`src/rtl/shift_pipe.sv`:
```
// Qualified delay line: DEPTH stages of WIDTH-bit words with per-stage valid,
// parallel load, flush, runtime tap select and a registered occupancy count.
module shift_pipe #(
    parameter int WIDTH = 8,
    parameter int DEPTH = 4,
    parameter int TAPW  = $clog2(DEPTH),
    parameter int OCCW  = $clog2(DEPTH + 1)
) (
    input  logic                   clk,
    input  logic                   rst_n,
    input  logic                   en,
    input  logic                   flush,
    input  logic                   load,
    input  logic [WIDTH*DEPTH-1:0] load_data,
    input  logic [WIDTH-1:0]       d,
    input  logic                   d_vld,
    input  logic [TAPW-1:0]        tap_sel,
    output logic [WIDTH-1:0]       q,
    output logic                   q_vld,
    output logic [WIDTH-1:0]       tap_q,
    output logic                   tap_vld,
    output logic [OCCW-1:0]        occ
);

    logic [WIDTH-1:0] r_stage [DEPTH];
    logic [DEPTH-1:0] r_vld;
    logic [OCCW-1:0]  r_occ;
    logic [WIDTH-1:0] w_tap_q;
    logic             w_tap_vld;

    // Incoming valid adds one, the valid leaving the last stage removes one.
    // Modular arithmetic keeps the result exact even if the sum transiently
    // exceeds the OCCW range (e.g. DEPTH = 2**OCCW - 1).
    function automatic logic [OCCW-1:0] f_occ_next(
        input logic [OCCW-1:0] occ_cur,
        input logic            vld_in,
        input logic            vld_out
    );
        return occ_cur + OCCW'(vld_in) - OCCW'(vld_out);
    endfunction

    always_ff @(posedge clk or negedge rst_n) begin
        if (!rst_n) begin
            for (int i = 0; i < DEPTH; i++) begin
                r_stage[i] <= '0;
            end
            r_vld <= '0;
            r_occ <= '0;
        end else if (flush) begin
            r_vld <= '0;
            r_occ <= '0;
        end else if (load) begin
            for (int i = 0; i < DEPTH; i++) begin
                r_stage[i] <= load_data[i*WIDTH +: WIDTH];
            end
            r_vld <= '1;
            r_occ <= OCCW'(DEPTH);
        end else if (en) begin
            r_stage[0] <= d;
            for (int i = 1; i < DEPTH; i++) begin
                r_stage[i] <= r_stage[i-1];
            end
            r_vld <= {r_vld[DEPTH-2:0], d_vld};
            r_occ <= f_occ_next(r_occ, d_vld, r_vld[DEPTH-1]);
        end
    end

    // Out-of-range selects (non-power-of-2 DEPTH) read as an empty stage.
    always_comb begin
        w_tap_q   = '0;
        w_tap_vld = 1'b0;
        if (int'(tap_sel) < DEPTH) begin
            w_tap_q   = r_stage[tap_sel];
            w_tap_vld = r_vld[tap_sel];
        end
    end

    assign q       = r_stage[DEPTH-1];
    assign q_vld   = r_vld[DEPTH-1];
    assign occ     = r_occ;
    assign tap_q   = w_tap_q;
    assign tap_vld = w_tap_vld;

endmodule
```
`config.mk`:
```
export PLATFORM = sky130hd
export DESIGN_NAME = shift_pipe
export DESIGN_NICKNAME = d
export VERILOG_FILES = /design/src/rtl/shift_pipe.sv
export SDC_FILE = /design/constraint.sdc
export NUM_CORES = 1
export LEC_CHECK = 0
export CAP_MARGIN = 40
export CORE_AREA = 2 2 104 106
export CTS_CLUSTER_SIZE = 24
export DETAILED_ROUTE_END_ITERATION = 16
export DIE_AREA = 0 0 106 108
export GPL_TIMING_DRIVEN = 0
export PLACE_DENSITY_LB_ADDON = 0.1
export SYNTH_ARGS = -nofsm -noshare
export SYNTH_HDL_FRONTEND = slang
export SYNTH_SLANG_ARGS = --single-unit
export TNS_END_PERCENT = 20
```
`constraint.sdc`:
```
create_clock -name clk -period 3.1 [get_ports clk]
set_input_delay 0.465 -clock clk [delete_from_list [all_inputs] [get_ports clk]]
set_output_delay 0.465 -clock clk [all_outputs]
set_load 0.005 [all_outputs]
```
==> results of run 1 <==
-- report_power, final --
group | switching, uW | total [uW] | internal, uW
logic | 190 | 490 | 301
registers | 87.4 | 667 | 579
clock network | 196 | 400 | 204
-- worst max-delay path by stage --
| stage | start | endpoint | depth (start not counted) | slack [ps] |
|---|---|---|---|---|
| final | tap_sel[1] | tap_vld | 3 | 890 |
| after global routing | tap_sel[1] | tap_vld | 3 | 830 |
| after CTS | tap_sel[1] | tap_vld | 3 | 860 |
| after detailed placement | tap_sel[1] | tap_vld | 3 | 860 |
| after global placement | rst_n | occ[0]$_DFFE_PN0P_ | 1 | 260 |
| after floorplan | r_vld[3]$_DFFE_PN0P_ | occ[2]$_DFFE_PN0P_ | 7 | 1290 |
-- synthesized netlist by cell type (all sizes together) --
cell,number,area share (%)
fa,1,0.79
and2b,10,3.0
buf,26,8.8
dfrtp,39,38
clkbuf,5,0.74
nor2b,28,7.2
inv,4,0.59
o311a,1,0.39
a22oi,32,11
nor2,5,0.74
mux4,9,8.0
nor3,3,0.59
o21ai,32,7.5
xor2,1,0.34
mux2i,2,0.79
a211oi,4,1.2
ha,2,0.99
a21oi,32,8.7
nand4b,1,0.34
-- per-stage QoR --
step | power (uW) | instance area [um2]
after floorplan | 928.5 | 2540
after global placement | 1166 | 3361
after detailed placement | 1172 | 3376
after CTS | 1576 | 3476
after global routing | 1652 | 3476
final | 1556 | 3476
-- sequential cells by signal, summed over array words and instances (netlist names) --
register  cells
occ           3
q             8
r_stage      24
r_vld         4
-- final cells by class --
| class | instances | area, um2 | share of cell area, % |
|---|---|---|---|
| tap | 136 | 170.2 | 4.896 |
| inverter | 4 | 15.01 | 0.4320 |
| clock buffer | 8 | 100.1 | 2.880 |
| multi-input combinational | 163 | 1308 | 37.62 |
| buffer | 31 | 241.5 | 6.947 |
| sequential | 39 | 975.9 | 28.08 |
| timing repair buffer | 66 | 665.6 | 19.15 |
-- cell usage in the layout (no fill, tap or decap), drive strengths merged --
cell,count
fa,1
clkbuf,13
a21oi,32
xor2,1
o21ai,32
nor3,3
mux2i,2
clkdlybuf4s50,64
dfrtp,39
nor2,5
a211oi,4
and2b,10
mux4,9
inv,4
buf,28
o311a,1
nand4b,1
a22oi,32
ha,2
nor2b,28
-- per-layer routing --
layer	track usage, %	vias to the layer above	part of all wire [%]
met5	0	-	0
met1	22.82	1000	51
met3	2.411	11	4.5
met2	22.26	65	43
met4	4.323	0	1.7
li1	-	1005	-
-- cell families after synthesis --
| group | Yosys count | synth area share [%] |
|---|---|---|
| AO/OA/AOI/OAI | 101 | 28.77 |
| AND/OR/NAND/NOR | 47 | 11.82 |
| flip-flops | 39 | 38.42 |
| buffers and inverters | 35 | 10.10 |
| multiplexers | 11 | 8.768 |
| adder cells (fa/ha/maj) | 3 | 1.773 |
| XOR/XNOR | 1 | 0.3449 |
==> metrics.csv, run 1 <==
metric;value;unit
outcome;finished clean;
cts_setup_buffers;0;
synth_seq_area_share;38.42;%
grt_max_degree;24;
insertion_delay;290;ps
crit_type;primary input to output port;
synth_area;2540;um2
final_net_count;361;
ir_drop;200.0;uV
cts_root_buf;clkbuf_8;
drt_iter0_markers;98;
skew;3.096;ps
ys_warn_count;0;
min_path_type;primary input to asynchronous set/reset pin;
cts_buffer_depth;2;
cts_tree;built;
power.leakage;0.001356;uW
h-tree-depth;2;
syn_inst;237;
crit_path_start_kind;primary input;
grt.total_usage;15.13;%
vias;2081;
worstPathArrival;1750;ps
clk_pin_slew;80;ps
area.growth.synth_to_final;36.85;%
path_max_fanout;9;
via_per_inst;4.655;
utilization;33.97;%
num_antenna_cells;0;
grt_pass1_vias;2178;
setup_ws;889.8;ps
reg2reg_depth;7;
setup_violations;0;
die_w;106;um
postRouteAntennaNets;0;
final_cells;447;
r2r-end;occ[2]$_DFFE_PN0P_;
cap_violations;0;
drtPass1Iterations;4;
path_buf_inv;2;
critPathMaxStageDelay;540;ps
row_count;37;
nFillCells;1050;
dp_hpwl;5802;um
fin_crit;2210;ps
dp_cells;439;
postSynthNetCount;288;
cts_hold_buf;0;
coreArea;10230;um2
die_y;108;um
antenna_found_initial;0;
powerDensity;447.7;nW/um2
numClockSinks;39;
slew_headroom;58.11;%
end_kind;output port;
drc_errors;0;
rsz0062_at_grt;false;
avgSynthCellArea;10.72;um2
cts_resized;0;
routabilityCongestion;0.7374;
grt_pass1_wl;13060;um
grt-ovfl-total;0;
drv_slew;0;
post-route-period-util;71.30;%
cp_cell_sequence;buf_2 -> mux4_2 -> clkdlybuf4s50_1;
pre_cts_ws;857.7;ps
worst_path_max_delay_cell;mux4_2;
yosysUniqueCellTypes;26;
finalHoldWorstSlack;116.2;ps
max_freq;452.4;MHz
io_pins;69;
yosys_register_bits;39;
numPortBuffers;65;
tightestPinTransition;628.3;ps
finalHoldViolCount;0;
reg2reg_slack;1230;ps
start_util;24.83;%
cts_made_buffers;5;
wirelength;8189;um
wl_per_cell;18.32;um
r2r_start;r_vld[3]$_DFFE_PN0P_;
die_area;11450;um2
final.setup.tns;0;ps
drive_above_1_share;24.76;%
required;2630;ps
critical_path.top_delay_family;buffers and inverters;
Power figures use the tool's default switching activity.
==> inputs of run 2 (changes only) <==
==> constraint.sdc (replaced) <==
create_clock -name clk -period 1.8 [get_ports clk]
set_input_delay 0.27 -clock clk [delete_from_list [all_inputs] [get_ports clk]]
set_output_delay 0.27 -clock clk [all_outputs]
set_load 0.005 [all_outputs]
==> run 2 against run 1 <==
Clock skew is 8.0 ps higher. Critical endpoint is now occ[2]$_DFFE_PN0P_. Sequential cell count did not move. Cell count rose by 1.8%. Register-to-register slack got worse by 1300 ps. Critical path type is now register to register. Setup slack got worse by 920 ps. The run now ends with negative setup slack left. Largest power group unchanged. Die area unchanged. Global-route usage decreased by 0.38 points. Critical path depth rose by 5. First-iteration DRC count is 19% higher. Sequential share of layout area is 0.64 points lower. Non-clock buffer count rose by 8.
==> metrics.csv, run 2 (synthesis results as in run 1) <==
metric;value;unit;change
setup_ws;-33.67;ps;-923.5 ps
dp_cells;439;;unchanged
power.leakage;0.001424;uW;+5.0%
endpoint;occ[2]$_DFFE_PN0P_;;
cts_tree;built;;
grt_max_degree;24;;unchanged
cp_cell_sequence;inv_1 -> ha_1 -> inv_1 -> ha_1 -> inv_1 -> fa_2 -> xor2_2 -> o311a_1;;
die_w;106;um;unchanged
utilization;34.85;%;+0.88 points
grt.total_usage;14.75;%;-0.38 points
final_cell_mix;55 x clkdlybuf4s50_1, 37 x dfrtp_1, 27 x nor2b_1;;
pwr-share-seq;40.6;%;-2.2 points
final_net_count;369;;+2.2%
crit_path_start_kind;register;;
area.growth.synth_to_final;40.39;%;
postRouteAntennaNets;0;;unchanged
swShare;29.31;%;-1.1 points
finalHoldWorstSlack;350.7;ps;+234.5 ps
skew;11.06;ps;+7.969 ps
regMostFlops;r_stage;;
crit_top_cell;inv_1;;
dp_hpwl;5793;um;-0.14%
post-route-period-util;101.9;%;
fin_crit;1834;ps;
die_area;11450;um2;unchanged
vias;2099;;+0.86%
pre_cts_ws;-68.60;ps;-926.3 ps
drv_slew;0;;unchanged
largest_register_ffs;24;;unchanged
grt_pass1_wl;12850;um;-1.6%
via_per_inst;4.613;;-0.91%
max_freq;545.4;MHz;
drive_above_1_share;27.90;%;+3.1 points
powerDensity;784.4;nW/um2;+75%
power_frac_clock;28.2;%;+2.5 points
critPathMaxStageDelay;370;ps;-170 ps
numPortBuffers;65;;unchanged
pwr-share-comb;31.2;%;-0.3 points
final_common_cell;clkdlybuf4s50_1;;
drt_iter0_markers;117;;+19%
worst_path_max_delay_cell;dfrtp_1;;
grt_pass1_vias;2204;;+1.2%
power.net_switching;819.7;uW;+73%
internal_power;1977;uW;+83%
reg2reg_slack;-30;ps;-1260 ps
start_util;24.83;%;unchanged
outcome;finished, violations left;;
antenna_found_initial;0;;unchanged
cts_made_buffers;5;;unchanged
drc_errors;0;;unchanged
path_max_fanout;3;;-6
h-tree-depth;2;;unchanged
r2r_start;occ[0]$_DFFE_PN0P_;;
cts_buffer_depth;2;;unchanged
numClockSinks;39;;unchanged
reg2reg_depth;8;;+1
grt-ovfl-total;0;;unchanged
row_count;37;;unchanged
routabilityCongestion;0.7297;;-1.0%
cap_violations;0;;unchanged
required;1990;ps;-640 ps
io_pins;69;;unchanged
insertion_delay;300;ps;about the same
rsz0062_at_grt;true;;
violations;negative setup slack;;
coreArea;10230;um2;unchanged
crit_type;register to register;;
ir_drop;555.6;uV;+180%
cp-startpoint;occ[0]$_DFFE_PN0P_;;
die_y;108;um;unchanged
num_antenna_cells;0;;unchanged
slew_headroom;61.37;%;+3.3 points
worstPathArrival;2020;ps;+270 ps
tightestPinTransition;579.5;ps;-48.79 ps
end_kind;register;;
drtPass1Iterations;4;;unchanged
setup_violations;1;;+1
wl_per_cell;17.77;um;-3.0%
finalHoldViolCount;0;;unchanged
min_path_type;primary input to register;;
nFillCells;1049;;-0.095%
r2r-end;occ[2]$_DFFE_PN0P_;;
clk_pin_slew;90;ps;about the same
cts_root_buf;clkbuf_8;;
final_cells;455;;+1.8%
wirelength;8087;um;-1.2%
run 2: changes by cell type in the layout (fill, tap and decap cells not counted), sizes merged:
cell	previous run	this run
dlygate4sd3	0	1
bufinv	0	1
buf	28	35
clkdlybuf4s50	64	55
dlygate4sd2	0	4
dlymetal6s2s	0	1
clkinv	0	1
clkdlybuf4s15	0	4
clkbuf	13	11
run 2: repair_timing:
item                                   4_1_cts  5_1_grt
buffers inserted                             3        4
setup endpoints to repair                   11        7
resized for setup                           10        6
endpoints found under the hold margin       16        0
hold buffers                                 1        0
pin swaps                                    1        0
run 2: critical path: cells and delay by family (launching register included):
family                   cells  cell delay [ps]
AO/OA/AOI/OAI                1              290
XOR/XNOR                     1              160
adder cells (fa/ha/maj)      3              770
buffers and inverters        3              160
flip-flops                   1              370
run 2: power groups by stage:
| stage | Clock, uW | Sequential (uW) | Combinational [uW] |
|---|---|---|---|
| after global routing | 850 | 1160 | 962 |
| final | 789 | 1140 | 873 |
| after floorplan | 0 | 1110 | 491 |
| after CTS | 811 | 1140 | 862 |
| after global placement | 0 | 1160 | 849 |
| after detailed placement | 0 | 1160 | 856 |
run 2: how the worst min path moves through the flow:
stage | start | end | cells past startpoint
final | en | r_stage[12]$_DFFE_PN0P_ | 4
after global routing | en | r_stage[13]$_DFFE_PN0P_ | 4
after CTS | en | r_stage[14]$_DFFE_PN0P_ | 4
after detailed placement | rst_n | r_stage[27]$_DFFE_PN0P_ | 1
after global placement | r_vld[0]$_DFFE_PN0P_ | r_vld[1]$_DFFE_PN0P_ | 2
after floorplan | rst_n | occ[0]$_DFFE_PN0P_ | 0
run 2: per-stage QoR:
stage | instance area [um2] | setup TNS (ps) | power (uW)
after detailed placement | 3378 | -150.8 | 2019
after global routing | 3566 | -204.8 | 2969
after CTS | 3521 | -204.7 | 2811
after global placement | 3363 | -32270 | 2010
final | 3566 | -33.67 | 2797
after floorplan | 2542 | 0 | 1600
run 2: area by class of cell:
class / instances / area (um2) / share of cell area [%]
clock buffers: 6 / 82.58 / 2.316
clock inverters: 2 / 35.03 / 0.9825
flip-flops and latches: 39 / 978.4 / 27.44
well taps: 136 / 170.2 / 4.772
inverters: 4 / 15.01 / 0.4211
plain buffers: 31 / 241.5 / 6.772
repair buffers: 74 / 725.7 / 20.35
multi-input cells: 163 / 1318 / 36.95
run 2: layer usage:
layer,vias to the layer above,GRT usage [%],share of wire [%],wire length (um)
met2,63,22.81,45,3614
met5,-,0,0,0
li1,1018,-,-,-
met3,5,3.014,4.9,393
met4,0,3.195,0.68,55
met1,1013,21.33,50,4024
==> inputs of run 3 (changes only) <==
--- a/config.mk
+++ b/config.mk
@@ -12,6 +12,7 @@
 export DIE_AREA = 0 0 106 108
 export GPL_TIMING_DRIVEN = 0
 export PLACE_DENSITY_LB_ADDON = 0.1
+export REMOVE_ABC_BUFFERS = 1
 export SYNTH_ARGS = -nofsm -noshare
 export SYNTH_HDL_FRONTEND = slang
 export SYNTH_SLANG_ARGS = --single-unit
==> constraint.sdc (replaced) <==
create_clock -name clk -period 1.9 [get_ports clk]
set_input_delay 0.285 -clock clk [delete_from_list [all_inputs] [get_ports clk]]
set_output_delay 0.285 -clock clk [all_outputs]
set_load 0.005 [all_outputs]
==> run 3 against run 2 <==
The flow now finishes without violations. Cell count decreased by 6.2%. Sequential share of layout area increased by 1.1 points. Combinational power down 14%. Die area did not move. Non-clock buffer count decreased by 26. Sequential cell count unchanged. Cell area down 4.1%. Sequential power decreased by 6%. Setup slack better by 44 ps. Clock-buffer cell count unchanged. Clock skew shrank 3.0 ps. Largest cell class unchanged. First-iteration DRC count shrank 66%.
==> metrics.csv, run 3 (synthesis results as in run 1) <==
metric;value;unit;change
rsz0062_at_grt;true;;
postRouteAntennaNets;0;;unchanged
h-tree-depth;2;;unchanged
num_antenna_cells;0;;unchanged
start_util;24.83;%;unchanged
path_max_fanout;4;;+1
grt_pass1_wl;12160;um;-5.4%
powerDensity;688.7;nW/um2;-12%
min_path_cells;2;;-2
drive_above_1_share;22.68;%;-5.2 points
nFillCells;1049;;unchanged
die_w;106;um;unchanged
dp_hpwl;4774;um;-18%
regMostFlops;r_stage;;
design_area;3418;um2;-4.1%
r2r-end;occ[2]$_DFFE_PN0P_;;
numPortBuffers;68;;+4.6%
ir_drop;292.1;uV;-47%
pre_cts_ws;-643.8;ps;-575.2 ps
reg2reg_slack;10;ps;+40 ps
setup_violations;0;;-1
hp-start;flush;;
drtPass1Iterations;4;;unchanged
cts_tree;built;;
grt-ovfl-total;0;;unchanged
final_cell_mix;53 x clkdlybuf4s50_1, 39 x dfrtp_1, 26 x nor2b_1;;
cts_buffer_depth;2;;unchanged
cts_root_buf;clkbuf_8;;
grt_max_degree;44;;+83%
coreArea;10230;um2;unchanged
min_path_type;primary input to register;;
worstPathArrival;2060;ps;+40 ps
drt_iter0_markers;40;;-66%
cts_made_buffers;5;;unchanged
end_kind;register;;
tightestPinTransition;628.3;ps;+48.75 ps
die_y;108;um;unchanged
insertion_delay;290;ps;about the same
largest_register_ffs;24;;unchanged
finalHoldViolCount;0;;unchanged
max_freq;529.1;MHz;-3.0%
cap_violations;0;;unchanged
wl_per_cell;17.18;um;-3.4%
drv_slew;0;;unchanged
vias;1997;;-4.9%
crit_type;register to register;;
slew_headroom;58.03;%;-3.3 points
skew;8.074;ps;-2.990 ps
wirelength;7335;um;-9.3%
area.growth.synth_to_final;34.58;%;
io_pins;69;;unchanged
final_net_count;343;;-7.0%
via_per_inst;4.677;;+1.4%
reg2reg_depth;7;;-1
outcome;finished clean;;
r2r_start;r_vld[3]$_DFFE_PN0P_;;
routabilityCongestion;0.7146;;-2.1%
power.leakage;0.001334;uW;-6.3%
grt.total_usage;13.73;%;-1.0 points
setup_ws;10.15;ps;+43.82 ps
clk_pin_slew;80;ps;about the same
die_area;11450;um2;unchanged
p_total;2354;uW;-16%
post-route-period-util;99.47;%;-2.4 points
row_count;37;;unchanged
final_common_cell;clkdlybuf4s50_1;;
dpl_cell_area;3294;um2;-2.5%
drc_errors;0;;unchanged
antenna_found_initial;0;;unchanged
crit_path_start_kind;register;;
min_to;r_vld[0]$_DFFE_PN0P_;;
required;2070;ps;+80 ps
fin_crit;1890;ps;+56.18 ps
grt_pass1_vias;2182;;-1.0%
numClockSinks;39;;unchanged
==> run 3: cell type report <==
class	count	area, um2	share of cell area [%]
Timing Repair Buffer	79	859.6	25.15
Clock buffer	6	72.57	2.123
Multi-Input combinational cell	163	1325	38.76
Tap cell	136	170.2	4.978
Sequential cell	39	975.9	28.55
Inverter	4	15.01	0.4392
==> run 3: worst max-delay path by stage <==
| stage | from | end | cells past startpoint |
|---|---|---|---|
| after global placement | flush | q[0]$_DFFE_PN0P_ | 4 |
| final | r_vld[3]$_DFFE_PN0P_ | occ[2]$_DFFE_PN0P_ | 7 |
| after global routing | r_vld[3]$_DFFE_PN0P_ | occ[2]$_DFFE_PN0P_ | 7 |
| after detailed placement | tap_sel[1] | tap_vld | 3 |
| after floorplan | load | r_stage[31]$_DFFE_PN0P_ | 3 |
| after CTS | r_vld[3]$_DFFE_PN0P_ | occ[2]$_DFFE_PN0P_ | 7 |
==> run 3: per-layer routing <==
metal	GRT usage [%]	vias up	part of all wire (%)
met5	0	-	0
met4	3.477	0	0.82
met3	2.351	5	3.2
met2	24.75	38	50
met1	17.07	987	46
li1	-	967	-
==> run 3: timing repair <==
item	CTS	global route
endpoints found under the hold margin	13	0
pin swaps	0	0
endpoints found under the setup margin	10	1
setup buffers	2	0
hold buffers	1	0
gates resized for setup	20	1
cloned	1	0
==> run 3: worst max-delay path, stage by stage (launching register included) <==
cell	delay, ps
dfrtp_1	420
ha_1	300
inv_1	50
ha_1	140
inv_1	60
fa_2	350
xor2_2	160
o311a_1	290
==> run 3: report_power, final <==
group	internal (uW)	switching (uW)	leakage, uW
logic	450	299	0.000817
registers	945	126	0.000481
clock network	245	288	0.0000371
==> run 3: metrics by stage <==
stage | util, % | TNS, ps | hold WS (ps) | std cells
floorplan | - | -358.8 | -10.59 | 206
global placement | 30.78 | -145590 | 547.2 | 410
detailed placement | 32.20 | -4334 | 230.2 | 417
CTS | 33.34 | 0 | 345.0 | 427
global route | 33.41 | -59.77 | 364.4 | 427
finish | 33.41 | 0 | 353.8 | 427
